**src/rtl/sram_mem_controller.sv**
```systemverilog
// MEM-stage load/store responder: serves each 32-bit word as two 16-bit
// accesses to an external single-port SRAM, holding ready low until done.
module sram_mem_controller #(
    parameter int unsigned BASE_ADDR   = 1024,
    parameter int unsigned WAIT_CYCLES = 2,
    parameter int unsigned SRAM_ADDR_W = 18
) (
    input  logic                   clk,
    input  logic                   rst,
    input  logic                   wr_en,
    input  logic                   rd_en,
    input  logic [31:0]            address,
    input  logic [31:0]            wr_data,
    output logic [31:0]            rd_data,
    output logic                   ready,
    output logic [SRAM_ADDR_W-1:0] sram_addr,
    output logic [15:0]            sram_dq_out,
    output logic                   sram_dq_oe,
    input  logic [15:0]            sram_dq_in,
    output logic                   sram_we_n
);

    localparam int unsigned CNT_W = (WAIT_CYCLES > 1) ? $clog2(WAIT_CYCLES) : 1;
    localparam int unsigned IDX_W = SRAM_ADDR_W - 1;

    typedef enum logic [1:0] {IDLE, LOW, HIGH, DONE} state_t;

    state_t                 state, state_nx;
    logic [CNT_W-1:0]       cnt, cnt_nx;
    logic                   is_wr;
    logic [IDX_W-1:0]       idx;
    logic [31:0]            data;

    logic                   req_c, last_c, latch_c, cap_lo_c, cap_hi_c;
    logic [IDX_W-1:0]       idx_c;
    logic [SRAM_ADDR_W-1:0] addr_nx;
    logic [15:0]            dq_out_nx;
    logic                   we_n_nx;

    // Word index relative to the data-memory base, wrapping modulo 2^32
    assign idx_c  = IDX_W'((address - 32'(BASE_ADDR)) >> 2);
    assign req_c  = rd_en || wr_en;
    assign last_c = (cnt == CNT_W'(WAIT_CYCLES - 1));
    assign ready  = ((state == IDLE) && !req_c) || (state == DONE);

    always_ff @(posedge clk) begin
        if (rst) begin
            state <= IDLE;
            cnt   <= '0;
        end else begin
            state <= state_nx;
            cnt   <= cnt_nx;
        end
    end

    // Next state plus next values of the registered SRAM-side outputs
    always_comb begin
        state_nx  = state;
        cnt_nx    = cnt;
        latch_c   = 1'b0;
        cap_lo_c  = 1'b0;
        cap_hi_c  = 1'b0;
        addr_nx   = sram_addr;
        dq_out_nx = sram_dq_out;
        we_n_nx   = 1'b1;
        case (state)
            IDLE: begin
                if (req_c) begin
                    latch_c  = 1'b1;
                    state_nx = LOW;
                    cnt_nx   = '0;
                    addr_nx  = {idx_c, 1'b0};
                    we_n_nx  = !wr_en;
                    if (wr_en) dq_out_nx = wr_data[15:0];
                end
            end
            LOW: begin
                we_n_nx = !is_wr;
                if (last_c) begin
                    cap_lo_c = !is_wr;
                    state_nx = HIGH;
                    cnt_nx   = '0;
                    addr_nx  = {idx, 1'b1};
                    if (is_wr) dq_out_nx = data[31:16];
                end else begin
                    cnt_nx = cnt + CNT_W'(1);
                end
            end
            HIGH: begin
                if (last_c) begin
                    cap_hi_c = !is_wr;
                    state_nx = DONE;
                    cnt_nx   = '0;
                end else begin
                    we_n_nx = !is_wr;
                    cnt_nx  = cnt + CNT_W'(1);
                end
            end
            DONE: begin
                state_nx = IDLE;
            end
            default: begin
                state_nx = IDLE;
            end
        endcase
    end

    always_ff @(posedge clk) begin
        if (rst) begin
            is_wr       <= 1'b0;
            idx         <= '0;
            data        <= '0;
            rd_data     <= '0;
            sram_addr   <= '0;
            sram_dq_out <= '0;
            sram_we_n   <= 1'b1;
            sram_dq_oe  <= 1'b0;
        end else begin
            if (latch_c) begin
                is_wr <= wr_en;
                idx   <= idx_c;
                data  <= wr_data;
            end
            if (cap_lo_c) rd_data[15:0]  <= sram_dq_in;
            if (cap_hi_c) rd_data[31:16] <= sram_dq_in;
            sram_addr   <= addr_nx;
            sram_dq_out <= dq_out_nx;
            sram_we_n   <= we_n_nx;
            sram_dq_oe  <= !we_n_nx;
        end
    end

endmodule

```
**config.mk**
```make
export PLATFORM = sky130hd
export DESIGN_NAME = sram_mem_controller
export DESIGN_NICKNAME = d
export VERILOG_FILES = /design/src/rtl/sram_mem_controller.sv
export SDC_FILE = /design/constraint.sdc
export NUM_CORES = 1
export LEC_CHECK = 0
export CAP_MARGIN = 30
export CORE_MARGIN = 5
export CORE_UTILIZATION = 45
export CTS_CLUSTER_DIAMETER = 30
export CTS_CLUSTER_SIZE = 14
export DETAILED_ROUTE_END_ITERATION = 12
export GPL_TIMING_DRIVEN = 0
export PLACE_DENSITY_LB_ADDON = 0.25
export REMOVE_ABC_BUFFERS = 1
export SYNTH_ARGS = -nofsm -noshare
export SYNTH_HDL_FRONTEND = slang
export SYNTH_SLANG_ARGS = --single-unit
```
**constraint.sdc**
```tcl
create_clock -name clk -period 2.2 [get_ports clk]
set_clock_uncertainty 0.15 [all_clocks]
set_input_delay 0.22 -clock clk [delete_from_list [all_inputs] [get_ports clk]]
set_output_delay 0.22 -clock clk [all_outputs]
set_load 0.02 [all_outputs]
```
# Yosys cells after proc, flatten, opt, wreduce, memory -nomap -nowiden
# Index checks and enable logic that the tools add are counted.
word_totals:
  regBits: 121
  inputBits: 84
  out_inout_bits: 69
  word_cells: 59
classes:
  add_sub_neg: 2
  eq_ne: 8
  mux: 23
  n_reduce_logical: 15
op_table:
  columns: ["operator", "n"]
  rows:
  - ["16-bit two-way mux", 4]
  - ["18-bit two-way mux", 2]
  - ["18-bit one-hot mux with 2 select lines", 1]
  - ["16-bit one-hot mux with 2 select lines", 1]
  - ["19-bit by 11-bit subtractor with 19-bit output (second input constant)", 1]
  - ["2-bit inequality test (second input constant)", 5]
  - ["1-bit two-way mux", 9]
  - ["2-bit one-hot mux with 4 select lines", 1]
  - ["2-bit two-way mux", 3]
  - ["3-bit AND reduction", 2]
  - ["5-bit AND reduction", 1]
  - ["2-bit == test (second input constant)", 2]
  - ["1-bit logical NOT", 4]
  - ["2-bit nonzero test", 2]
  - ["1-bit one-hot mux with 3 select lines", 1]
  - ["2-bit by 1-bit == test with 1-bit output (second input constant)", 1]
  - ["2-bit logical NOT", 1]
  - ["1-bit logical OR", 2]
  - ["1-bit one-hot mux with 2 select lines", 1]
  - ["2-bit AND reduction", 1]
  - ["2-bit OR reduction", 1]
  - ["1-bit adder (second input constant)", 1]
  - ["1-bit logical AND", 1]

# Depth between registers and ports, before layout
depth:
  word_depth: 4
  depth_mapped: 8

# Worst setup path after synthesis
# No wires, ideal clock.
synth_path:
  path_type: "reg-to-reg"
  from: "register state[1]"
  to: "register sram_addr[13]"
  arrival_time_ns: 1.661
  path_slack_ns: 0.315
  stages_incl_launch_ff: 9
  path_buffers: 2
  period_less_slack_ns: 1.885
  path_cell_list: "dfxtp_1 inv_1 ha_1 buf_2 nand2b_1 a21o_1 buf_2 a2111o_1 o21ai_0"
synth_via:
  elab_chain_len: 3
  elab_cells_between_ends: 7
  cone_classes: "eq/ne (3); mux (1); reduce/logical (3)"
synth_rtl:
  columns: ["element", "line_no", "rtl"]
  rows:
  - ["start: declaration", "28", "state_t state, state_nx;"]
  - ["start signal: assignment", "51", "state <= state_nx;"]
  - ["2-bit by 1-bit == test with 1-bit output / 2-bit logical NOT (equally long branches)", "66", "case (state)"]
  - ["2-bit inequality test (no line) / 2-bit nonzero test (equally long branches)", null, null]
  - ["3-bit AND reduction (no line)", null, null]
  - ["end signal: assignment", "126", "sram_addr <= addr_nx;"]
  - ["end: declaration", "16", "output logic [SRAM_ADDR_W-1:0] sram_addr,"]
# Parallel ways exist; a longest one is shown, timed or not.
# A chain may end at the register's enable or synchronous reset.

# Final worst setup path
# Same ends and word-level chain as after synthesis.

==> impl_metrics.tcl <==
set metrics [dict create \
    synth_compound_gate_area_share_pct 17.8 \
    fmax_mhz 477 \
    synth_top_area_share_pct 49.9 \
    hold_path_class "input pin to register" \
    n_antenna_cell 0 \
    cts_buffer_depth 2 \
    synth_top_family_by_area "simple AND/OR/NAND/NOR gates" \
    synthTopCellsByArea "dfxtp_1 (50%), nand2_1 (12%), a21oi_1 (7.7%)" \
    grt.overflow.total 0 \
    postSynthAreaPerCell_um2 8.31 \
    seqCellArea_um2 2100 \
    cts.sinks 105 \
    ant_nets 0 \
    grt_usage_pct 19.2 \
    port_buffers 137 \
    critPathBufInv 2 \
    final_max_slew_viol_count 0 \
    die_area_um2 11400 \
    leakagePower_nw 2.14 \
    place_area_um2 5680 \
    design_area_um2 5980 \
    synthXorXnorAreaFrac_pct 1.25 \
    rsz0062_at_grt "no" \
    synth_cells 507 \
    h-tree-depth 3 \
    crit_type "register to register" \
    rows 35 \
    synthMuxAreaShare_pct 5.94 \
    grt_max_degree 88 \
    worst_path_max_delay_cell "a2111o_1" \
    multi_input_area_um2 1980 \
    r2r_end "sram_addr[13]$_SDFFE_PP0P_" \
    slowest_delay_ns 0.40 \
    firstDrtPassIters 4 \
    ys.warnings.count 0 \
    via_count 3898 \
    grtUsageMet3_pct 5.54 \
    ir_drop_mv 0.613 \
    path_max_fanout 34 \
    hold_path_depth 3 \
    start_util_pct 45.8 \
    hold_path_startpoint "wr_data[23]" \
    synthAdderAreaFrac_pct 1.49 \
    async_flop_share_pct 0 \
    drive_gt1_share_pct 7.06 \
    setup_viol 0 \
    cts_tree "done" \
    worst_slew_pin_slew_ns 0.796 \
    final_nets 721 \
    place_ws_ns -0.409 \
    critical_path.top_delay_family "compound AO/OA/AOI/OAI gates" \
    die_w_um 107 \
    antenna_found_initial 0 \
    path_clk_slew_ns 0.11 \
    hold_viol 0 \
    max_slew_margin_pct 46.9 \
    ys_types 40 \
    avgViaCountPerCell 5.21 \
    syn2layout_area_growth_pct 41.8 \
    core_um2 9200 \
    grt_pass1_vias 3807 \
    status "finished, final reports clean" \
    synth_area_um2 4210 \
    reg2regPathDepth 7 \
    cp.required_ns 2.34 \
    cts_buffers 9 \
    cp_data_arrival_time_ns 2.24 \
    synth-seq-cells 105 \
    grt_util_met2_pct 32.2 \
    start_kind "register" \
    die_height_um 107 \
    min_period_ns 2.10 \
    fin_ws_ns 0.103 \
    io-pin-count 153 \
    hpwl_mm 7.94 \
    grt_util_met1_pct 23.6 \
    drc 0 \
    gp_congestion 0.766 \
    yosys.area_share.simple_pct 19.2 \
    worst_r2r_startpoint "state[1]$_SDFFE_PP0P_" \
    root_buffer "clkbuf_8" \
    p_per_area_nw_per_um2 1220 \
    first_iter_violations 133 \
    fillers 803 \
    routed_wl_mm 11.2 \
    synth_top_cell_by_area "dfxtp_1" \
    end_kind "register" \
    grt_most_used_layer "met2" \
    wl_per_cell_um 15.0 \
    insertion_delay_ns 0.36 \
    path_cells "inv_1 > ha_4 > buf_12 > nand2b_1 > a21o_4 > a2111o_1 > o21ai_0" \
    min_period_over_period_pct 95.3 \
    synth_ff_type "dfxtp_1" \
    drv_cap 0 \
    synth_edf_count 0 \
    regToRegSetupSlack_ns 0.10 \
    ys_seq_area_share_pct 49.9 \
    grt_pass1_wl_mm 17.9 \
    whs_endpoint "data[23]$_SDFFE_PP0P_" \
]
## metrics by stage
step	hold WS (ns)	setup TNS (ns)	power, mW	util, %	instances
2_1_floorplan	0.139	-41.08	4.60	-	471
3_3_place_gp	0.290	-177.40	5.82	60.6	719
3_5_place_dp	0.297	-10.78	6.04	61.8	725
4_1_cts	0.231	-0.0833	7.31	64.7	745
5_1_grt	0.236	0	7.75	65.0	748
6_report	0.240	0	7.29	65.0	748
## report_power, final
part           switching, mW  total (mW)  internal, mW
sequential             0.262        2.65          2.39
combinational           1.94        3.51          1.57
clock                  0.654        1.13         0.478
total                   2.86        7.29          4.43
## flip-flops by register name, summed over array words and instances, names as in the netlist
name,flops
sram_dq_oe,1
sram_we_n,1
data,16
sram_addr,18
state,2
rd_data,32
is_wr,1
idx,17
sram_dq_out,16
cnt,1
## how the worst max path moves through the flow
stage               cells past startpoint  slack (ns)                  start                          end
floorplan                               6       -0.95  state[1]$_SDFFE_PP0P_   sram_addr[17]$_SDFFE_PP0P_
global placement                        4       -2.64                    rst   sram_addr[16]$_SDFFE_PP0P_
detailed placement                      8       -0.41  state[1]$_SDFFE_PP0P_  sram_dq_out[7]$_SDFFE_PP0P_
CTS                                     7       -0.02  state[1]$_SDFFE_PP0P_   sram_addr[13]$_SDFFE_PP0P_
global route                            8        0.01  state[1]$_SDFFE_PP0P_  sram_dq_out[7]$_SDFFE_PP0P_
finish                                  7        0.10  state[1]$_SDFFE_PP0P_   sram_addr[13]$_SDFFE_PP0P_
## per-layer routing
layer,up-vias,share of wire [%]
li1,1965,-
met1,1800,44
met2,120,47
met3,13,7.6
met4,0,1.4
met5,-,0
## cells in the mapped netlist, drive strengths merged, types with 2 or more instances
cell type and instances:
nand2 131, dfxtp 105, a21oi 67, nor2 42, a211oi 31, mux2i 25
buf 19, clkbuf 17, o21ai 11, inv 10, nand3 8, ha 5
xnor2 4, nor3 3, nand2b 2, nand4 2, nor3b 2, o211ai 2
o221ai 2, or2 2, xor2 2
## worst min-delay path: cells and delay by family
family	cells	cell delay, ns
AND/OR/NAND/NOR	1	0.05
buffers and inverters	1	0.39
AO/OA/AOI/OAI	1	0.05
## cell families after synthesis
kind of cell / count (synthesis)
and+or+nand+nor: 197
AOI/OAI and AO/OA: 123
DFF: 105
buffers and inverters: 46
muxes: 25
xor gates and xnor gates: 6
adders and majority gates: 5
## cell type report
cell class / instances / area share, %
multi-input combinational: 356 / 33.2
sequential: 105 / 35.2
timing repair buffer: 150 / 25.5
clock buffer: 11 / 2.53
clock inverter: 5 / 0.628
inverter: 10 / 0.628
tap: 111 / 2.32
## what timing repair did
item | in CTS | in global routing
endpoints found under the hold margin | 10 | 0
resized for setup | 12 | 2
setup buffers | 3 | 3
pin swaps | 2 | 2
setup endpoints to repair | 50 | 40
hold buffers | 1 | 0
## cells in the final DEF (no fill, tap or decap), types with 2 or more instances in the layout
cell type,n
nand3_1,7
a21oi_1,65
nand2_1,131
nor2_1,42
clkdlybuf4s50_1,135
mux2i_1,25
nand4_1,2
o21ai_0,10
xnor2_1,4
nand2b_1,2
nor3_1,3
ha_1,3
o211ai_1,2
buf_4,7
or2_2,2
xor2_1,2
dfxtp_2,2
a211oi_1,31
dfxtp_1,103
buf_8,3
a21oi_4,2
clkinvlp_4,2
o221ai_1,2
inv_1,10
clkbuf_8,11
(Power assumes the default switching activity.)
